<file path="src/rtl/dlsc_axi_router_return_if.sv">
// Return-path bus bundle for dlsc_axi_router_return: command push, per-sink
// response inputs and per-source response outputs. clk/rst_n stay outside.
interface dlsc_axi_router_return_if #(
    parameter int DATA     = 32,
    parameter int SOURCES  = 1,
    parameter int SOURCESB = 1,
    parameter int SINKS    = 1,
    parameter int SINKSB   = 1
);
    logic [SOURCES-1:0]      cmd_full_source;
    logic [SINKS-1:0]        cmd_full_sink;
    logic                    cmd_push;
    logic [SOURCES-1:0]      cmd_source_onehot;
    logic [SINKS-1:0]        cmd_sink_onehot;
    logic [SOURCESB-1:0]     cmd_source;
    logic [SINKSB-1:0]       cmd_sink;
    logic [SINKS-1:0]        sink_ready;
    logic [SINKS-1:0]        sink_valid;
    logic [SINKS-1:0]        sink_last;
    logic [SINKS*DATA-1:0]   sink_data;
    logic [SOURCES-1:0]      source_ready;
    logic [SOURCES-1:0]      source_valid;
    logic [SOURCES-1:0]      source_last;
    logic [SOURCES*DATA-1:0] source_data;

    // Router side
    modport slave (
        output cmd_full_source, cmd_full_sink, sink_ready,
               source_valid, source_last, source_data,
        input  cmd_push, cmd_source_onehot, cmd_sink_onehot, cmd_source, cmd_sink,
               sink_valid, sink_last, sink_data, source_ready
    );

    // Environment side (command issuer, sinks and sources)
    modport master (
        input  cmd_full_source, cmd_full_sink, sink_ready,
               source_valid, source_last, source_data,
        output cmd_push, cmd_source_onehot, cmd_sink_onehot, cmd_source, cmd_sink,
               sink_valid, sink_last, sink_data, source_ready
    );
endinterface

</file>
<file path="src/rtl/dlsc_axi_router_return.sv">
// Return-path router: each command records its route in a per-source queue
// (sink index) and a per-sink queue (source index). A response burst flows
// only while both queue heads point at each other, which keeps per-source and
// per-sink ordering without any arbitration. Queues pop on the last beat.
module dlsc_axi_router_return #(
    parameter int DATA     = 32,
    parameter int MOT      = 16,
    parameter int SOURCES  = 1,
    parameter int SOURCESB = 1,
    parameter int SINKS    = 1,
    parameter int SINKSB   = 1
) (
    input  logic                      clk,
    input  logic                      rst_n,
    dlsc_axi_router_return_if.slave   bus
);

    localparam int CNTB = $clog2(MOT + 1);
    localparam int PTRB = (MOT > 1) ? $clog2(MOT) : 1;

    // Circular pointer advance, wrapping from MOT-1 back to 0
    function automatic logic [PTRB-1:0] ptr_inc(input logic [PTRB-1:0] p);
        if (p == PTRB'(MOT - 1)) begin
            return {PTRB{1'b0}};
        end else begin
            return p + PTRB'(1);
        end
    endfunction

    // Occupancy update; a simultaneous push and pop leaves the count unchanged
    function automatic logic [CNTB-1:0] cnt_next(input logic [CNTB-1:0] cnt,
                                                 input logic push, input logic pop);
        case ({push, pop})
            2'b10:   return cnt + CNTB'(1);
            2'b01:   return cnt - CNTB'(1);
            default: return cnt;
        endcase
    endfunction

    // Per-source queues hold sink indices
    logic [SINKSB-1:0]   src_mem_r [SOURCES][MOT];
    logic [PTRB-1:0]     src_rd_r  [SOURCES];
    logic [PTRB-1:0]     src_wr_r  [SOURCES];
    logic [CNTB-1:0]     src_cnt_r [SOURCES];
    logic [SOURCES-1:0]  src_full_r;
    logic [SOURCES-1:0]  src_push_s;
    logic [SOURCES-1:0]  src_pop_s;

    // Per-sink queues hold source indices
    logic [SOURCESB-1:0] snk_mem_r [SINKS][MOT];
    logic [PTRB-1:0]     snk_rd_r  [SINKS];
    logic [PTRB-1:0]     snk_wr_r  [SINKS];
    logic [CNTB-1:0]     snk_cnt_r [SINKS];
    logic [SINKS-1:0]    snk_full_r;
    logic [SINKS-1:0]    snk_push_s;
    logic [SINKS-1:0]    snk_pop_s;

    logic [SINKS-1:0]        route_s [SOURCES];
    logic [SOURCES-1:0]      source_valid_s;
    logic [SOURCES-1:0]      source_last_s;
    logic [SOURCES*DATA-1:0] source_data_s;
    logic [SINKS-1:0]        sink_ready_s;

    // A push into a full queue is dropped for that queue only
    assign src_push_s = {SOURCES{bus.cmd_push}} & bus.cmd_source_onehot & ~src_full_r;
    assign snk_push_s = {SINKS{bus.cmd_push}}   & bus.cmd_sink_onehot   & ~snk_full_r;

    // Route match: both queue heads valid and pointing at each other
    always_comb begin
        for (int j = 0; j < SOURCES; j++) begin
            for (int k = 0; k < SINKS; k++) begin
                route_s[j][k] = (src_cnt_r[j] != {CNTB{1'b0}}) &&
                                (src_mem_r[j][src_rd_r[j]] == SINKSB'(k)) &&
                                (snk_cnt_r[k] != {CNTB{1'b0}}) &&
                                (snk_mem_r[k][snk_rd_r[k]] == SOURCESB'(j));
            end
        end
    end

    // Forwarding muxes, back-pressure and last-beat pops along matched routes
    always_comb begin
        source_valid_s = {SOURCES{1'b0}};
        source_last_s  = {SOURCES{1'b0}};
        source_data_s  = {(SOURCES*DATA){1'b0}};
        sink_ready_s   = {SINKS{1'b0}};
        src_pop_s      = {SOURCES{1'b0}};
        snk_pop_s      = {SINKS{1'b0}};
        for (int j = 0; j < SOURCES; j++) begin
            for (int k = 0; k < SINKS; k++) begin
                source_valid_s[j] = source_valid_s[j] | (route_s[j][k] & bus.sink_valid[k]);
                source_last_s[j]  = source_last_s[j]  | (route_s[j][k] & bus.sink_last[k]);
                source_data_s[j*DATA +: DATA] = source_data_s[j*DATA +: DATA] |
                    ({DATA{route_s[j][k]}} & bus.sink_data[k*DATA +: DATA]);
                sink_ready_s[k]   = sink_ready_s[k] | (route_s[j][k] & bus.source_ready[j]);
                src_pop_s[j] = src_pop_s[j] | (route_s[j][k] & bus.sink_valid[k] &
                                               bus.source_ready[j] & bus.sink_last[k]);
                snk_pop_s[k] = snk_pop_s[k] | (route_s[j][k] & bus.sink_valid[k] &
                                               bus.source_ready[j] & bus.sink_last[k]);
            end
        end
    end

    assign bus.source_valid    = source_valid_s;
    assign bus.source_last     = source_last_s;
    assign bus.source_data     = source_data_s;
    assign bus.sink_ready      = sink_ready_s;
    assign bus.cmd_full_source = src_full_r;
    assign bus.cmd_full_sink   = snk_full_r;

    // Source queue pointers, occupancy and registered full flags
    always_ff @(posedge clk or negedge rst_n) begin
        if (!rst_n) begin
            for (int j = 0; j < SOURCES; j++) begin
                src_rd_r[j]  <= {PTRB{1'b0}};
                src_wr_r[j]  <= {PTRB{1'b0}};
                src_cnt_r[j] <= {CNTB{1'b0}};
            end
            src_full_r <= {SOURCES{1'b0}};
        end else begin
            for (int j = 0; j < SOURCES; j++) begin
                src_rd_r[j]   <= src_pop_s[j]  ? ptr_inc(src_rd_r[j]) : src_rd_r[j];
                src_wr_r[j]   <= src_push_s[j] ? ptr_inc(src_wr_r[j]) : src_wr_r[j];
                src_cnt_r[j]  <= cnt_next(src_cnt_r[j], src_push_s[j], src_pop_s[j]);
                src_full_r[j] <= (cnt_next(src_cnt_r[j], src_push_s[j], src_pop_s[j]) == CNTB'(MOT));
            end
        end
    end

    // Sink queue pointers, occupancy and registered full flags
    always_ff @(posedge clk or negedge rst_n) begin
        if (!rst_n) begin
            for (int k = 0; k < SINKS; k++) begin
                snk_rd_r[k]  <= {PTRB{1'b0}};
                snk_wr_r[k]  <= {PTRB{1'b0}};
                snk_cnt_r[k] <= {CNTB{1'b0}};
            end
            snk_full_r <= {SINKS{1'b0}};
        end else begin
            for (int k = 0; k < SINKS; k++) begin
                snk_rd_r[k]   <= snk_pop_s[k]  ? ptr_inc(snk_rd_r[k]) : snk_rd_r[k];
                snk_wr_r[k]   <= snk_push_s[k] ? ptr_inc(snk_wr_r[k]) : snk_wr_r[k];
                snk_cnt_r[k]  <= cnt_next(snk_cnt_r[k], snk_push_s[k], snk_pop_s[k]);
                snk_full_r[k] <= (cnt_next(snk_cnt_r[k], snk_push_s[k], snk_pop_s[k]) == CNTB'(MOT));
            end
        end
    end

    // Queue storage; contents are only observed through non-empty heads, so no reset
    always_ff @(posedge clk) begin
        for (int j = 0; j < SOURCES; j++) begin
            if (src_push_s[j]) begin
                src_mem_r[j][src_wr_r[j]] <= bus.cmd_sink;
            end
        end
        for (int k = 0; k < SINKS; k++) begin
            if (snk_push_s[k]) begin
                snk_mem_r[k][snk_wr_r[k]] <= bus.cmd_source;
            end
        end
    end

endmodule
</file>
<file path="src/flat_wrapper.sv">
// flat-port wrapper written by rule: the top's interface ports become plain ports
module dlsc_axi_router_return_flat 
#(
    parameter int DATA     = 32,
    parameter int MOT      = 16,
    parameter int SOURCES  = 1,
    parameter int SOURCESB = 1,
    parameter int SINKS    = 1,
    parameter int SINKSB   = 1
)
  (clk, rst_n, bus_cmd_full_source, bus_cmd_full_sink, bus_sink_ready, bus_source_valid, bus_source_last, bus_source_data, bus_cmd_push, bus_cmd_source_onehot, bus_cmd_sink_onehot, bus_cmd_source, bus_cmd_sink, bus_sink_valid, bus_sink_last, bus_sink_data, bus_source_ready);
  dlsc_axi_router_return_if #(.DATA(DATA), .SOURCES(SOURCES), .SOURCESB(SOURCESB), .SINKS(SINKS), .SINKSB(SINKSB)) bus_i ();
  input  logic clk;
  input  logic rst_n;
  output wire logic [$bits(bus_i.cmd_full_source)-1:0] bus_cmd_full_source;
  output wire logic [$bits(bus_i.cmd_full_sink)-1:0] bus_cmd_full_sink;
  output wire logic [$bits(bus_i.sink_ready)-1:0] bus_sink_ready;
  output wire logic [$bits(bus_i.source_valid)-1:0] bus_source_valid;
  output wire logic [$bits(bus_i.source_last)-1:0] bus_source_last;
  output wire logic [$bits(bus_i.source_data)-1:0] bus_source_data;
  input wire logic [$bits(bus_i.cmd_push)-1:0] bus_cmd_push;
  input wire logic [$bits(bus_i.cmd_source_onehot)-1:0] bus_cmd_source_onehot;
  input wire logic [$bits(bus_i.cmd_sink_onehot)-1:0] bus_cmd_sink_onehot;
  input wire logic [$bits(bus_i.cmd_source)-1:0] bus_cmd_source;
  input wire logic [$bits(bus_i.cmd_sink)-1:0] bus_cmd_sink;
  input wire logic [$bits(bus_i.sink_valid)-1:0] bus_sink_valid;
  input wire logic [$bits(bus_i.sink_last)-1:0] bus_sink_last;
  input wire logic [$bits(bus_i.sink_data)-1:0] bus_sink_data;
  input wire logic [$bits(bus_i.source_ready)-1:0] bus_source_ready;
  assign bus_cmd_full_source = bus_i.cmd_full_source;
  assign bus_cmd_full_sink = bus_i.cmd_full_sink;
  assign bus_sink_ready = bus_i.sink_ready;
  assign bus_source_valid = bus_i.source_valid;
  assign bus_source_last = bus_i.source_last;
  assign bus_source_data = bus_i.source_data;
  assign bus_i.cmd_push = bus_cmd_push;
  assign bus_i.cmd_source_onehot = bus_cmd_source_onehot;
  assign bus_i.cmd_sink_onehot = bus_cmd_sink_onehot;
  assign bus_i.cmd_source = bus_cmd_source;
  assign bus_i.cmd_sink = bus_cmd_sink;
  assign bus_i.sink_valid = bus_sink_valid;
  assign bus_i.sink_last = bus_sink_last;
  assign bus_i.sink_data = bus_sink_data;
  assign bus_i.source_ready = bus_source_ready;
  dlsc_axi_router_return #(.DATA(DATA), .MOT(MOT), .SOURCES(SOURCES), .SOURCESB(SOURCESB), .SINKS(SINKS), .SINKSB(SINKSB)) u_core (.clk(clk), .rst_n(rst_n), .bus(bus_i));
endmodule
</file>
<file path="config.mk">
export PLATFORM = sky130hd
export DESIGN_NAME = dlsc_axi_router_return_flat
export DESIGN_NICKNAME = d
export VERILOG_FILES = /design/src/rtl/dlsc_axi_router_return_if.sv /design/src/rtl/dlsc_axi_router_return.sv /design/src/flat_wrapper.sv
export SDC_FILE = /design/constraint.sdc
export NUM_CORES = 1
export LEC_CHECK = 0
export CORE_ASPECT_RATIO = 2
export CORE_MARGIN = 5
export CORE_UTILIZATION = 38
export CTS_CLUSTER_SIZE = 16
export DETAILED_ROUTE_END_ITERATION = 10
export PLACE_DENSITY = 0.72
export SYNTH_ARGS = -nofsm -noshare
export SYNTH_HDL_FRONTEND = slang
export SYNTH_SLANG_ARGS = --single-unit
</file>
<file path="constraint.sdc">
create_clock -name clk -period 3.65 [get_ports clk]
set_input_delay 0.5475 -clock clk [delete_from_list [all_inputs] [get_ports clk]]
set_output_delay 0.5475 -clock clk [all_outputs]
set_load 0.01 [all_outputs]
</file>
# Word level (Yosys, flattened, before mapping)
# Memory sizes are Yosys's and may differ from the RTL's.
# Index checks and enable logic that the tools add are counted.
word_totals:
  register_bits: 28
  output_inout_bits: 37
  memories: 2
  word_cells: 79
  input_bits: 42
  mem_bits_rw: 32
memory_table:
  columns: ["memory", "depth", "word_bits", "rd", "rd_clocked_by_memory_dff", "write_ports", "line_no", "source"]
  rows:
  - ["u_core.snk_mem_r", 1, 16, 1, 0, 1, "dlsc_axi_router_return.sv:50", "logic [SOURCESB-1:0] snk_mem_r [SINKS][MOT];"]
  - ["u_core.src_mem_r", 1, 16, 1, 0, 1, "dlsc_axi_router_return.sv:41", "logic [SINKSB-1:0] src_mem_r [SOURCES][MOT];"]
op_classes:
  magnitude_cmp: 6
  eq_ne: 10
  mux: 20
  bitwise: 18
  n_reduce_logical: 7
  add_sub_neg: 8
ops:
  columns: ["operator", "n"]
  rows:
  - ["32-bit AND", 1]
  - ["16-bit 2-to-1 mux", 2]
  - ["5-bit >= comparator (second input constant)", 4]
  - ["4-bit inverter with 5-bit output", 4]
  - ["5-bit case mux with 2 select lines", 2]
  - ["4-bit by 1-bit adder with 4-bit output (second input constant)", 4]
  - ["4-bit equality test (second input constant)", 4]
  - ["4-bit 2-to-1 mux", 4]
  - ["5-bit by 1-bit adder with 5-bit output (second input constant)", 2]
  - ["5-bit equality test (second input constant)", 2]
  - ["5-bit by 1-bit less-than comparator with 1-bit output (second input constant)", 2]
  - ["5-bit nonzero test", 2]
  - ["5-bit by 1-bit subtractor with 5-bit output (second input constant)", 2]
  - ["1-bit AND", 9]
  - ["1-bit binary-select mux with 4-bit select", 2]
  - ["1-bit demux with 4-bit select", 2]
  - ["1-bit 2-to-1 mux", 8]
  - ["1-bit logical AND", 5]
  - ["2-bit by 1-bit equality test with 1-bit output (second input constant)", 2]
  - ["2-bit equality test (second input constant)", 2]
  - ["1-bit inverter", 4]

# Longest topological paths before layout
# Gate-level depths: netlist (run 1).
logic_depth:
  ltp_word: 14
  mapped_depth: 17
  mapped_depth_nobuf: 15

# Worst setup path after synthesis (run 1)
# OpenSTA, ideal clock, no wires.
synth_path:
  path_kind: "register to register"
  from: "register u_core.snk_rd_r[0] (netlist bit)"
  to: "register u_core.snk_full_r, in the netlist u_core.bus.cmd_full_sink"
  t_arrival_ps: 3660
  n_path_buf: 2
  required_time_ps: 3584
  setup_time_ps: 66
  setup_slack_ps: -77
  synth_period_minus_slack_ps: 3727
  stages_incl_launch_ff: 18
  path_cell_list: "dfrtp_1 buf_6 mux4_2 and3_1 or4_1 nor3_2 nand3_4 inv_1 ha_1 clkbuf_1 xor2_1 ha_1 a21o_1 nand2_1 a21o_1 a21oi_1 xor2_1 and3b_1"
synth_via:
  elab_chain_cells: 12
  elab_cells_between_ends: 13
  cone_classes: "eq/ne (3); mux (4); bitwise (5); reduce/logical (1)"
synth_rtl:
  columns: ["element", "line_no", "source"]
  rows:
  - ["start: declaration", "dlsc_axi_router_return.sv:51", "logic [PTRB-1:0] snk_rd_r [SINKS];"]
  - ["start signal: indexed assignment", "dlsc_axi_router_return.sv:133", "snk_rd_r[k] <= {PTRB{1'b0}};"]
  - ["start signal: indexed assignment", "dlsc_axi_router_return.sv:140", "snk_rd_r[k] <= snk_pop_s[k] ? ptr_inc(snk_rd_r[k]) : snk_rd_r[k];"]
  - ["4-bit inverter with 5-bit output (not written as such) *", "dlsc_axi_router_return.sv:75", "(snk_mem_r[k][snk_rd_r[k]] == SOURCESB'(j));"]
  - ["1-bit binary-select mux with 4-bit select *", "dlsc_axi_router_return.sv:75", null]
  - ["1-bit 2-to-1 mux (not written as such) * (2 in a row)", "dlsc_axi_router_return.sv:75", null]
  - ["1-bit inverter *", "dlsc_axi_router_return.sv:75", null]
  - ["1-bit logical AND *", "dlsc_axi_router_return.sv:74", "(snk_cnt_r[k] != {CNTB{1'b0}}) &&"]
  - ["1-bit AND * (2 in a row)", "dlsc_axi_router_return.sv:97", "snk_pop_s[k] = snk_pop_s[k] | (route_s[j][k] & bus.sink_valid[k] &"]
  - ["1-bit AND *", "dlsc_axi_router_return.sv:98", "bus.source_ready[j] & bus.sink_last[k]);"]
  - ["2-bit by 1-bit equality test with 1-bit output or 2-bit equality test (tied branches)", "dlsc_axi_router_return.sv:33", "case ({push, pop})"]
  - ["5-bit case mux with 2 select lines *", null, null]
  - ["5-bit equality test *", "dlsc_axi_router_return.sv:143", "snk_full_r[k] <= (cnt_next(snk_cnt_r[k], snk_push_s[k], snk_pop_s[k]) == CNTB'(MOT));"]
  - ["end signal: assignment", "dlsc_axi_router_return.sv:137", "snk_full_r <= {SINKS{1'b0}};"]
  - ["end signal: indexed assignment", "dlsc_axi_router_return.sv:143", null]
  - ["end: declaration", "dlsc_axi_router_return.sv:54", "logic [SINKS-1:0] snk_full_r;"]
# Mark *: on every way between the ends. The rest lies on a longest branch, timed or not. The select of a mux whose other input is x is not followed.
# A chain may end at the register's enable or synchronous reset.

# Worst setup path in the final report (run 1)
layout_path:
  from: "register u_core.snk_rd_r[0] (netlist bit)"
  to: "register u_core.src_full_r, in the netlist u_core.bus.cmd_full_source"
layout_via:
  elab_chain_cells: 12
  elab_cells_between_ends: 13
  cone_classes: "eq/ne (3); mux (4); bitwise (5); reduce/logical (1)"
layout_rtl:
  columns: ["element", "line_no", "source"]
  rows:
  - ["4-bit inverter with 5-bit output (not written as such) *", "dlsc_axi_router_return.sv:75", null]
  - ["1-bit binary-select mux with 4-bit select *", "dlsc_axi_router_return.sv:75", null]
  - ["1-bit 2-to-1 mux (not written as such) * (2 in a row)", "dlsc_axi_router_return.sv:75", null]
  - ["1-bit inverter *", "dlsc_axi_router_return.sv:75", null]
  - ["1-bit logical AND *", "dlsc_axi_router_return.sv:74", null]
  - ["1-bit AND * (2 in a row)", "dlsc_axi_router_return.sv:95", "src_pop_s[j] = src_pop_s[j] | (route_s[j][k] & bus.sink_valid[k] &"]
  - ["1-bit AND *", "dlsc_axi_router_return.sv:96", "bus.source_ready[j] & bus.sink_last[k]);"]
  - ["2-bit by 1-bit equality test with 1-bit output or 2-bit equality test (tied branches)", "dlsc_axi_router_return.sv:33", null]
  - ["5-bit case mux with 2 select lines *", "dlsc_axi_router_return.sv:33", null]
  - ["5-bit equality test *", "dlsc_axi_router_return.sv:124", "src_full_r[j] <= (cnt_next(src_cnt_r[j], src_push_s[j], src_pop_s[j]) == CNTB'(MOT));"]
  - ["end signal: assignment", "dlsc_axi_router_return.sv:118", "src_full_r <= {SOURCES{1'b0}};"]
  - ["end signal: indexed assignment", "dlsc_axi_router_return.sv:124", null]
  - ["end: declaration", "dlsc_axi_router_return.sv:45", "logic [SOURCES-1:0] src_full_r;"]
# Marks and branches as above.

==> reports/results.txt, run 1 <==
Port Buf Inserts - 78
CTS Root Cell - clkbuf_16
DP HPWL - 6.08 mm
Max FO, Critical Path - 5
design area - 4790 um^2
hold buffer count at CTS - 0
via count - 2,538
Synth area leader - edfxtp_1
Hold Path Class - register to register
TritonCTS clock tree - done
endpoints failing setup - 0
Pint - 2.20 mW
Die Span Y - 143 um
Worst slew margin - 0.615
actual slew at the worst max-slew pin - 0.574 ns
sequential area share after synthesis - 0.492
sw power - 1.15 mW
Total GRT Usage - 0.148
proportion of netlist area held by the largest area contributor - 0.284
slowest CP cell - mux4_2
Vias/cell - 5.12
remaining global-route overflow - 0
Seq cells post-synth - 60
Logic pwr share - 0.434
final hold viol count - 0
final WL - 8.00 mm
first-pass GRT wire length - 12.8 mm
clock group share of total power - 0.240
Die Wd - 76.7 um
pin count of the biggest net entering global routing - 38
Max-cap violations - 0
row cnt - 48
Syn Area/Cell - 11.2 um^2
post-synth net total - 359
CP Cell Sequence - mux4_2 -> and3_1 -> or4_4 -> nor3_4 -> nand3_4 -> clkinvlp_4 -> ha_4 -> xor2_1 -> ha_2 -> and3_1 -> o21ai_0 -> a31oi_1 -> xor2_1 -> and3b_1
largest buffer count on any clock path - 2
DRT iter0 DRCs - 92
Leakage - 2.45 nW
Main synth FF type - edfxtp_1
type of the worst setup path - register to register
Syn Inst Count - 301
peak supply drop - 0.573 mV
Final Skew - 0.00581 ns
H-Tree Level Count - 3
Cells after DPL - 477
CP Capture Type - register
fmax - 0.288 GHz
Net Sw Frac - 0.343
largest cells by area after synthesis - edfxtp_1, dfrtp_1, and2_1
startpoint types - register
top cells by count, synth - and2_1, edfxtp_1, dfrtp_1
CP peak stage delay - 0.50 ns
# nets final - 449
TritonRoute pass-1 iters - 4
Clk pin slew, worst setup/hold paths - 0.05 ns
gp weighted congestion - 0.782
cell with the most instances after synthesis - and2_1
Pwr Density - 699 nW/um^2
fin cells - 496
initial antenna violation count - 0
Post-Syn Area - 3380 um^2
overall power - 3.35 mW
final worst path period need - 3.47 ns
sequential share of power - 0.326
die area - 11,000 um^2
final count of pins violating max slew - 0
crit path DAT - 3.73 ns
antenna cells - 0
crit share post-route - 0.952
async set-reset flop share out of synthesis - 0.467
core area - 8650 um^2
vias in the first global route - 2,674
placed cell areas - 4300 um^2
io pins - 79
Initial Util - 0.391
WP data required - 3.91 ns
outcome - complete, no violations
Final ANT Viol Nets - 0
clk sink count - 60
Post-synth EDFFs - 32
clk_lat worst skew - 0.32 ns
Yosys cell types - 40
TritonCTS Buffers - 9
Area Overhead vs Synth - 41.7%
drt wl/cell - 16.1 um
share of cells above drive strength 1 - 0.139
Synth Warn # - 0
DR DRC count - 0
==> worst max-delay path: cells and delay by family (launching register included) <==
family                     cells  cell delay, ns
AOI/OAI and AO/OA              2            0.28
xor gates and xnor gates       2            0.37
and+or+nand+nor                6            1.36
DFF                            1            0.37
buffers and inverters          1            0.14
adders and majority gates      2            0.39
muxes                          1            0.50
==> power groups by stage <==
stage	sequential, mW	clock [mW]	combinational, mW
after global placement	1.08	0	1.34
final	1.09	0.803	1.45
after CTS	1.09	0.823	1.43
after detailed placement	1.10	0	1.37
after global routing	1.12	0.852	1.60
after floorplan	0.997	0	0.888
==> repair_timing <==
item | CTS | global route
pin swaps | 1 | 2
cloned | 0 | 1
setup endpoints to repair | 35 | 39
gates resized for setup | 6 | 48
buffers inserted | 0 | 2
==> per-layer routing <==
metal  global-route usage  share of wire  vias up  routed length, um
li1                     -              -     1239                  -
met1                0.139           0.37     1192               2940
met2                0.295           0.58       92               4600
met3               0.0332          0.037       15                295
met4               0.0608          0.020        0                157
met5                    0              0        -                  0
==> kinds of logic (layout without fill, tap and decap cells) <==
group / Yosys count / after routing / synth area share
mux: 20 / 20 / 0.0914
simple gates: 128 / 128 / 0.218
fa+ha+maj: 16 / 16 / 0.0592
buf+inv: 22 / 117 / 0.0289
xor+xnor: 16 / 16 / 0.0415
flops: 60 / 60 / 0.492
compound gates: 39 / 39 / 0.0689
==> sequential cells by signal, indices dropped and copies added, names as in the netlist <==
signal and count:
u_core.src_rd_r 4, u_core.snk_mem_r 16, u_core.src_wr_r 4, u_core.bus.cmd_full_sink 1, u_core.snk_cnt_r 5, u_core.snk_rd_r 4, u_core.src_cnt_r 5, u_core.snk_wr_r 4
u_core.bus.cmd_full_source 1, u_core.src_mem_r 16
==> through the flow <==
stage | utilization | hold slack [ns] | setup WS, ns | TNS (ns)
after global placement | 0.497 | 0.469 | 0.239 | 0
after floorplan | - | 0.252 | 0.0264 | 0
final | 0.554 | 0.478 | 0.176 | 0
after detailed placement | 0.497 | 0.470 | 0.0776 | 0
after CTS | 0.532 | 0.481 | 0.0173 | 0
after global routing | 0.554 | 0.508 | -0.0226 | -0.0409
==> area by class of cell <==
type	instances	area, um^2
flip-flops and latches	60	1660
multi-input cells	219	1680
well taps	100	125
fillers	750	3860
clock inverters	6	55.1
inverters	11	45.0
repair buffers	90	992
clock buffers	10	229
==> cell usage in the layout, fill, tap and decap left out, drive strengths merged, types with 7 or more instances in the layout <==
cell type and n:
edfxtp 32, nand2 15, clkbuf 11, dfrtp 28, ha 16, nand3 8, mux2 9, o21ai 16
nor2 13, clkdlybuf4s50 43, nor3 8, dlymetal6s2s 35, xnor2 7, and2 65, a21oi 9, xor2 9
buf 11, inv 10
==> path summary, 6_finish.rpt <==
path,endpoint,from,slack (ns),cells after the start
worst min-delay path,u_core.snk_cnt_r[4],u_core.snk_cnt_r[4],0.48,1
worst max register to register,u_core.bus.cmd_full_source,u_core.snk_rd_r[0],0.18,14
min in group asynchronous,u_core.snk_wr_r[0],rst_n,0.60,2
max in group asynchronous,u_core.src_rd_r[1],rst_n,2.72,2
worst max-delay path,u_core.bus.cmd_full_source,u_core.snk_rd_r[0],0.18,14
worst min register to register,u_core.snk_cnt_r[4],u_core.snk_cnt_r[4],0.48,1
Power figures use the tool's default switching activity.
==> inputs of run 2 (changes only) <==
- ABC_AREA: unset -> 1
- PLACE_DENSITY: 0.72 -> 0.71
- REMOVE_ABC_BUFFERS: unset -> 1
==> reports/results.txt, run 2 <==
outcome - complete, no violations
Synth Warn # - 0 (unchanged)
Post-Syn Area - 3830 um^2 (+13%)
antenna cells - 0 (unchanged)
cell with the most instances after synthesis - nand2_1
proportion of netlist area held by the largest area contributor - 0.251 (-0.0337)
post-layout util - 0.505 (-0.0486)
die area - 12,300 um^2 (+12%)
sequential area share after synthesis - 0.433 (-0.0582)
TritonRoute pass-1 iters - 4 (unchanged)
core area - 10,000 um^2 (+16%)
Port Buf Inserts - 78 (unchanged)
Final Skew - 0.00608 ns (+0.000263 ns)
Leakage - 2.33 nW (-5.0%)
final count of pins violating max slew - 0 (unchanged)
async set-reset flop share out of synthesis - 0.467 (unchanged)
gp weighted congestion - 0.802 (+2.5%)
via count - 3,180 (+25%)
WP data required - 3.10 ns (-0.81 ns)
initial antenna violation count - 0 (unchanged)
Max-cap violations - 0 (unchanged)
Pwr Density - 731 nW/um^2 (+4.5%)
Die Span Y - 152 um (+6.1%)
Vias/cell - 4.61 (-9.9%)
Seq cells post-synth - 60 (unchanged)
crit share post-route - 0.930 (-0.0219)
Die Wd - 81.0 um (+5.7%)
Worst slew margin - 0.483 (-0.132)
top cells by count, synth - nand2_1, inv_1, nor2_1
final worst path period need - 3.39 ns (-0.0801 ns)
clk_lat worst skew - 0.33 ns (about the same)
Synth area leader - edfxtp_1
crit path DAT - 2.85 ns (-0.88 ns)
setup TNS - 0 ns (unchanged)
drt wl/cell - 11.9 um (-26%)
most frequent CP cell - nand2_1
DR DRC count - 0 (unchanged)
Cells after DPL - 674 (+41%)
DRT iter0 DRCs - 152 (+65%)
# nets final - 608 (+35%)
clk sink count - 60 (unchanged)
hold buffer count at CTS - 0 (unchanged)
startpoint types - register
share of cells above drive strength 1 - 0.123 (-0.0164)
Initial Util - 0.383 (-0.00815)
Post-synth EDFFs - 32 (unchanged)
actual slew at the worst max-slew pin - 0.776 ns (+0.202 ns)
TritonCTS Buffers - 9 (unchanged)
first-pass GRT wire length - 13.6 mm (+6.8%)
Fill cells - 950 (+27%)
Main synth FF type - edfxtp_1
endpoints failing setup - 0 (unchanged)
Hold Path Class - register to register
H-Tree Level Count - 3 (unchanged)
peak supply drop - 0.365 mV (-36%)
Final ANT Viol Nets - 0 (unchanged)
most frequent cells in the layout - nand2_1, inv_1, clkdlybuf4s50_1, nor2_1
final WL - 8.23 mm (+2.9%)
Yosys cell types - 35 (-13%)
CP Cell Sequence - inv_2 -> nand2_1 -> nand2_1 -> nand2_1 -> nand3_1 -> nand3_1 -> nand2_2 -> nor2_8 -> inv_4 -> nor2_1 -> clkdlybuf4s50_1
Clk pin slew, worst setup/hold paths - 0.06 ns (about the same)
cts repair resizes - 0 (-6)
Syn Inst Count - 466 (+55%)
Buf/Inv on CP - 3 (+2)
largest cells by area after synthesis - edfxtp_1, dfrtp_1, nand2_1
remaining global-route overflow - 0 (unchanged)
type of the worst setup path - register to output pin
Crit path max-delay family - buffers and inverters
CP peak stage delay - 0.57 ns (+0.07 ns)
Syn Area/Cell - 8.23 um^2 (-27%)
CTS Root Cell - clkbuf_16
Max FO, Critical Path - 34 (+29)
CP Capture Type - output pin
RSZ-0062 raised after global routing - false
DP HPWL - 6.79 mm (+12%)
TritonCTS clock tree - done
fin cells - 690 (+39%)
commonest non-fill, non-tap cell in the layout - nand2_1
post-CTS setup buffers - 0 (unchanged)
fmax - 0.295 GHz (+2.4%)
largest buffer count on any clock path - 2 (unchanged)
io pins - 79 (unchanged)
vias in the first global route - 3,145 (+18%)
slowest CP cell - inv_4
row cnt - 52 (+8.3%)
pin count of the biggest net entering global routing - 35 (-7.9%)
Total GRT Usage - 0.141 (-0.00659)
final hold viol count - 0 (unchanged)
Area Overhead vs Synth - 32.0%
run 2: changes by cell type in the layout (fill, tap and decap cells not counted), moves of 35 or more:
cell / delta
clkdlybuf4s50_1: +35
inv_1: +75
nand2_1: +94
dlymetal6s2s_1: -35
and2_1: -65
nor2_1: +44
run 2: tightest hold or removal path, cell delays in order (launching register included):
cell and delay (ns):
dfrtp_1 0.38, nand2_1 0.07, nand2_1 0.05
run 2: cells by family (layout without fill, tap and decap cells):
| group | after synthesis | in the layout | synth area share |
|---|---|---|---|
| fa+ha+maj | 16 | 16 | 0.0522 |
| compound gates | 26 | 26 | 0.0356 |
| buf+inv | 98 | 187 | 0.114 |
| xor+xnor | 14 | 14 | 0.0339 |
| flops | 60 | 60 | 0.433 |
| simple gates | 252 | 252 | 0.331 |
run 2: power by group:
group	internal [mW]	switching, mW	total (mW)
combinational	0.731	1.01	1.74
sequential	0.860	0.177	1.04
clock	0.622	0.301	0.923
total	2.21	1.49	3.70
run 2: metal layers:
| layer | vias up | track usage | wire length [um] |
|---|---|---|---|
| li1 | 1612 | - | - |
| met1 | 1471 | 0.123 | 2730 |
| met2 | 87 | 0.283 | 4710 |
| met3 | 10 | 0.0355 | 642 |
| met4 | 0 | 0.0572 | 148 |
| met5 | - | 0 | 0 |
run 2: path summary, 6_finish.rpt:
check,from,to,slack [ns],cells after the start
setup / recovery,u_core.snk_rd_r[0],bus_source_data[15],0.26,11
hold / removal,u_core.snk_rd_r[3],u_core.snk_rd_r[3],0.53,2
setup reg to reg,u_core.snk_rd_r[0],u_core.bus.cmd_full_sink,0.41,18
hold reg to reg,u_core.snk_rd_r[3],u_core.snk_rd_r[3],0.53,2
max in group asynchronous,rst_n,u_core.snk_rd_r[1],2.74,2
min in group asynchronous,rst_n,u_core.src_wr_r[3],0.60,2
run 2: layout make-up:
cell class	count	area (um^2)	area share
clock inverter	6	95.1	0.0188
tap	135	169	0.0334
sequential	60	1670	0.329
timing repair buffer	82	811	0.160
clock buffer	10	239	0.0472
multi-input combinational	308	1750	0.345
inverter	89	337	0.0665
run 2: stage by stage:
stage / cell area, um^2 / worst slack [ns] / power (mW) / hold slack, ns
floorplan: 3730 / 0.742 / 2.13 / 0.252
global placement: 4710 / 0.266 / 2.75 / 0.508
detailed placement: 4710 / 0.185 / 2.79 / 0.522
CTS: 5050 / 0.0520 / 3.73 / 0.535
global route: 5060 / 0.0270 / 3.97 / 0.587
finish: 5060 / 0.256 / 3.70 / 0.531
